`src/rtl/count_seq_pkg.sv`:
```
// Shared definitions for count_sequencer: state encoding and job-register reset values.
package count_seq_pkg;

  localparam logic [2:0] S_IDLE   = 3'd0;
  localparam logic [2:0] S_LOAD   = 3'd1;
  localparam logic [2:0] S_SETTLE = 3'd2;
  localparam logic [2:0] S_RUN    = 3'd3;
  localparam logic [2:0] S_FINISH = 3'd4;

  typedef enum logic [2:0] {
    ST_IDLE   = S_IDLE,
    ST_LOAD   = S_LOAD,
    ST_SETTLE = S_SETTLE,
    ST_RUN    = S_RUN,
    ST_FINISH = S_FINISH
  } state_e;

  localparam int unsigned CNT_INIT_RST  = 0;
  localparam int unsigned CNT_FINAL_RST = 1;

endpackage

```
`src/rtl/seq_timeout_timer.sv`:
```
// RUN-state watchdog for count_sequencer; counts consecutive cycles with run_i high
// and flags the LIMIT-th such cycle.
module seq_timeout_timer #(
  parameter int LIMIT = 18
) (
  input  logic CLK,
  input  logic s_RST,
  input  logic run_i,
  output logic expired_o
);

  localparam int CW = $clog2(LIMIT + 1);

  logic [CW-1:0] cnt_q;
  logic [CW-1:0] cnt_d;

  always_comb begin
    cnt_d     = run_i ? cnt_q + 1'b1 : '0;
    expired_o = run_i && (cnt_q == CW'(LIMIT - 1));
  end

  always_ff @(posedge CLK) begin
    if (s_RST) cnt_q <= '0;
    else       cnt_q <= cnt_d;
  end

endmodule

```
`src/rtl/count_sequencer.sv`:
```
// Job sequencer driving a loadable up/down counter through LOAD/SETTLE/RUN/FINISH.
// Optional RUN watchdog enabled by defining SEQ_TIMEOUT_EN.
module count_sequencer
  import count_seq_pkg::*;
#(
  parameter int REG_WIDTH      = 4,
  parameter int TIMEOUT_CYCLES = 2**REG_WIDTH + 2
) (
  input  logic                 CLK,
  input  logic                 s_RST,
  input  logic                 req_valid,
  output logic                 req_ready,
  input  logic [REG_WIDTH-1:0] req_init,
  input  logic [REG_WIDTH-1:0] req_final,
  input  logic                 req_up,
  output logic                 cnt_load,
  output logic                 cnt_count,
  output logic                 cnt_up,
  output logic [REG_WIDTH-1:0] cnt_init,
  output logic [REG_WIDTH-1:0] cnt_final,
  input  logic                 cnt_done,
  output logic                 seq_busy,
  output logic                 seq_done,
  output logic                 seq_err
);

  state_e                 state_q, state_d;
  logic [REG_WIDTH-1:0]   init_q, init_d;
  logic [REG_WIDTH-1:0]   final_q, final_d;
  logic                   up_q, up_d;
  logic                   err_q, err_d;
  logic                   fin, run_active, accept, bad_job, timeout;

  // The RUN cycle in which cnt_done first rises is itself the FINISH cycle, so the
  // job completes in |final-init|+3 cycles and counting stops exactly on final.
  assign fin        = (state_q == ST_FINISH) || ((state_q == ST_RUN) && cnt_done);
  assign run_active = (state_q == ST_RUN) && !cnt_done;
  assign req_ready  = (state_q == ST_IDLE) || fin;
  assign accept     = req_valid && req_ready;
  assign bad_job    = req_up ? (req_init > req_final) : (req_init < req_final);

`ifdef SEQ_TIMEOUT_EN
  seq_timeout_timer #(
    .LIMIT(TIMEOUT_CYCLES)
  ) u_timer (
    .CLK      (CLK),
    .s_RST    (s_RST),
    .run_i    (run_active),
    .expired_o(timeout)
  );
`else
  // No watchdog in this build; the comparison is constant-false for any legal limit.
  assign timeout = (TIMEOUT_CYCLES < 0);
`endif

  always_comb begin
    state_d = state_q;
    init_d  = init_q;
    final_d = final_q;
    up_d    = up_q;
    err_d   = 1'b0;
    if (accept) begin
      init_d  = req_init;
      final_d = req_final;
      up_d    = req_up;
    end
    if (req_ready) begin
      state_d = (accept && !bad_job) ? ST_LOAD : ST_IDLE;
      err_d   = accept && bad_job;
    end else begin
      case (state_q)
        ST_LOAD:   state_d = ST_SETTLE;
        ST_SETTLE: state_d = cnt_done ? ST_FINISH : ST_RUN;
        ST_RUN: begin
          if (timeout) begin
            state_d = ST_IDLE;
            err_d   = 1'b1;
          end
        end
        default:   state_d = ST_IDLE;
      endcase
    end
  end

  always_ff @(posedge CLK) begin
    if (s_RST) begin
      state_q <= ST_IDLE;
      init_q  <= REG_WIDTH'(CNT_INIT_RST);
      final_q <= REG_WIDTH'(CNT_FINAL_RST);
      up_q    <= 1'b1;
      err_q   <= 1'b0;
    end else begin
      state_q <= state_d;
      init_q  <= init_d;
      final_q <= final_d;
      up_q    <= up_d;
      err_q   <= err_d;
    end
  end

  assign cnt_load  = (state_q == ST_LOAD);
  assign cnt_count = run_active;
  assign cnt_up    = up_q;
  assign cnt_init  = init_q;
  assign cnt_final = final_q;
  assign seq_busy  = (state_q == ST_LOAD) || (state_q == ST_SETTLE) || run_active;
  assign seq_done  = fin;
  assign seq_err   = err_q;

endmodule

```
`config.mk`:
```
export PLATFORM = sky130hd
export DESIGN_NAME = count_sequencer
export DESIGN_NICKNAME = d
export VERILOG_FILES = /design/src/rtl/count_seq_pkg.sv /design/src/rtl/seq_timeout_timer.sv /design/src/rtl/count_sequencer.sv
export SDC_FILE = /design/constraint.sdc
export NUM_CORES = 1
export LEC_CHECK = 0
export ABC_AREA = 1
export ABC_CLOCK_PERIOD_IN_PS = 2400
export CORE_AREA = 3 3 40 42
export CTS_CLUSTER_SIZE = 12
export DETAILED_ROUTE_END_ITERATION = 10
export DIE_AREA = 0 0 43 45
export DONT_BUFFER_PORTS = 1
export PLACE_DENSITY_LB_ADDON = 0.2
export SLEW_MARGIN = 40
export SYNTH_ARGS = -nofsm -noshare
export SYNTH_HDL_FRONTEND = slang
export SYNTH_SLANG_ARGS = --single-unit
```
`constraint.sdc`:
```
create_clock -name CLK -period 2.4 [get_ports CLK]
set_clock_uncertainty 0.1 [all_clocks]
set_input_delay 0.72 -clock CLK [delete_from_list [all_inputs] [get_ports CLK]]
set_output_delay 0.72 -clock CLK [all_outputs]
set_load 0.005 [all_outputs]
```
==> key figures <==
Clock network
  – Hold-fix buffers, CTS: 0
  – CTS tree: built
  – # resized after CTS: 0
  – Clk root buf: clkbuf_4
  – Worst skew pair latency: 260 ps
  – Longest Clk Path Bufs: 2
  – Reg clk slew, reported paths: 80 ps
  – H-tree depth: 1
  – Clock Sinks: 13
  – CTS Buf Count: 3
  – Setup bufs post-CTS: 0

Floorplanning
  – Die X: 43 um
  – Row cnt: 13
  – Ports: 28
  – Die Footprint: 1940 um^2
  – Die extent in y: 45 um
  – Initial Utilization: 52.0%
  – Floorplan core area: 1280 um^2

Logic synthesis
  – Distinct cells, synth: 16
  – Syn Area/Cell: 7.11 um^2
  – Post-Synthesis Net Count: 111
  – Syn Std Cell Area: 668 um^2
  – Post-synthesis sequential area ratio: 39.0%
  – Yosys Warn Count: 0
  – Flops & latches, synth: 13
  – Post-synthesis cell count: 94

Global routing
  – Global route total overflow: 0
  – GR peak layer: met2
  – GRT met1 Usage: 16.3%
  – Total GRT Usage: 13.4%
  – Met3 Resource Use GR: 6.77%
  – Largest net degree at the start of global routing: 12
  – Initial antenna violation count: 0
  – First-pass GRT wire length: 1970 um
  – Met2 global-route usage: 21.3%
  – Vias in the first global route: 483

STA
  – Setup TNS Final: 0 ps
  – Unrepaired setup endpoints after global routing: no
  – Tightest Pin Transition: 397 ps
  – Slew headroom: 73.5%
  – # setup viols final: 0
  – Crit path time final: 1970 ps
  – Max Slew Vio Count: 0
  – Final worst slack: 429 ps
  – Final Hold Viols: 0
  – Final period utilization: 82.1%
  – Peak Freq: 0.507 GHz

Pwr
  – Power per cell area: 659 nW/um^2
  – Peak supply drop: 0.414 mV
  – Leak: 0.000331 uW

Drt
  – Via density: 5.18
  – Routed wire length: 1260 um
  – Initial detailed-routing violation count: 4
  – Via count: 565
  – # DRC: 0
  – Routed wire per std cell: 11.5 um
  – Post-DRT Antenna Nets: 0
  – Initial DRT Pass Iterations: 4

Layout
  – Nets: 112
  – Diode count: 0
  – Area growth syn-to-layout: 1.50%
  – Layout cells sized above 1: 8.51%

Placed design
  – HPWL after detailed placement: 982 um
  – I/O Buffers: 0
  – Pre-CTS setup slack: 500 ps
  – RD Place Congestion: 0.732

Critical path
  – Arrival time worst endpoint: 1150 ps
  – Required @ worst endpoint: 1580 ps
  – Setup crit start kind: flip-flop
  – Critical path peak fanout: 5
  – Nature of the critical path endpoint: output port
  – Setup CP Type: flip-flop to output port

Outcome
  – Status: finished clean

Run
  – Max Cap Viol: 0

Hold path
  – Hold WC Path Type: flip-flop to flip-flop
[cell usage after synthesis]
| library cell | count | share of area, % |
|---|---|---|
| dfxtp_1 | 13 | 39 |
| a21oi_1 | 10 | 7.5 |
| o21ai_0 | 1 | 0.75 |
| buf_2 | 1 | 0.75 |
| inv_1 | 14 | 7.9 |
| inv_2 | 1 | 0.56 |
| nand2_2 | 2 | 1.9 |
| nor3_1 | 1 | 0.75 |
| o211ai_2 | 1 | 1.9 |
| nand3_1 | 14 | 10 |
| nand2_1 | 22 | 12 |
| nor2_1 | 6 | 3.4 |
| nor2_2 | 1 | 0.94 |
| buf_4 | 1 | 1.1 |
| ha_1 | 4 | 7.5 |
| buf_6 | 2 | 3.4 |
[per-layer routing]
layer  wire [um]  vias to the layer above
li1            -                      297
met1         586                      245
met2         519                       21
met3         139                        2
met4           9                        0
met5           0                        -
[kinds of logic after synthesis]
family                   share of synthesized area, %
AND/OR/NAND/NOR                                  29.8
buffers and inverters                            13.7
flip-flops                                       39.0
AO/OA/AOI/OAI                                    10.1
adder cells (fa/ha/maj)                          7.49
[per-stage QoR]
step | hold slack, ps | util, % | cell area [um^2] | power, uW | cells
2_1_floorplan | 353 | - | 668 | 321 | 94
3_3_place_gp | 365 | 50.7 | 652 | 320 | 105
3_5_place_dp | 366 | 50.7 | 652 | 321 | 105
4_1_cts | 383 | 52.8 | 678 | 453 | 109
5_1_grt | 401 | 52.8 | 678 | 474 | 109
6_report | 376 | 52.8 | 678 | 447 | 109
[registers in the layout, indices dropped and copies added (netlist names)]
| signal | flops |
|---|---|
| cnt_final | 4 |
| cnt_init | 4 |
| state_q | 3 |
| cnt_up | 1 |
| seq_err | 1 |
[worst paths after layout]
kind | start | to | slack [ps] | cells after the start
max | state_q[0] | seq_busy | 430 | 4
min | cnt_init[0] | cnt_init[0] | 380 | 2
max reg2reg | state_q[1] | state_q[0] | 890 | 8
min reg2reg | cnt_init[0] | cnt_init[0] | 380 | 2
[power by group]
| part | switching, uW | internal [uW] |
|---|---|---|
| clock | 67.4 | 64.1 |
| sequential | 11.1 | 232 |
| combinational | 45.8 | 26.1 |
[layout make-up]
cell class | count | area [um^2]
inverters | 15 | 56.3
fillers | 133 | 607
flip-flops and latches | 13 | 260
well taps | 15 | 18.8
clock buffers | 4 | 26.3
multi-input cells | 62 | 317
[layout by cell type (no fill, tap or decap), drive strengths merged]
cell,instances
clkbuf,4
inv,15
ha,4
nand2,24
nor2,7
o21ai,1
nor3,1
dfxtp,13
o211ai,1
nand3,14
a21oi,10
[worst max-delay path, stage by stage (launching register included)]
cell and delay, ps:
dfxtp_1 330, inv_1 90, nor3_1 270, inv_1 90, o21ai_0 110
(Power assumes the default switching activity.)
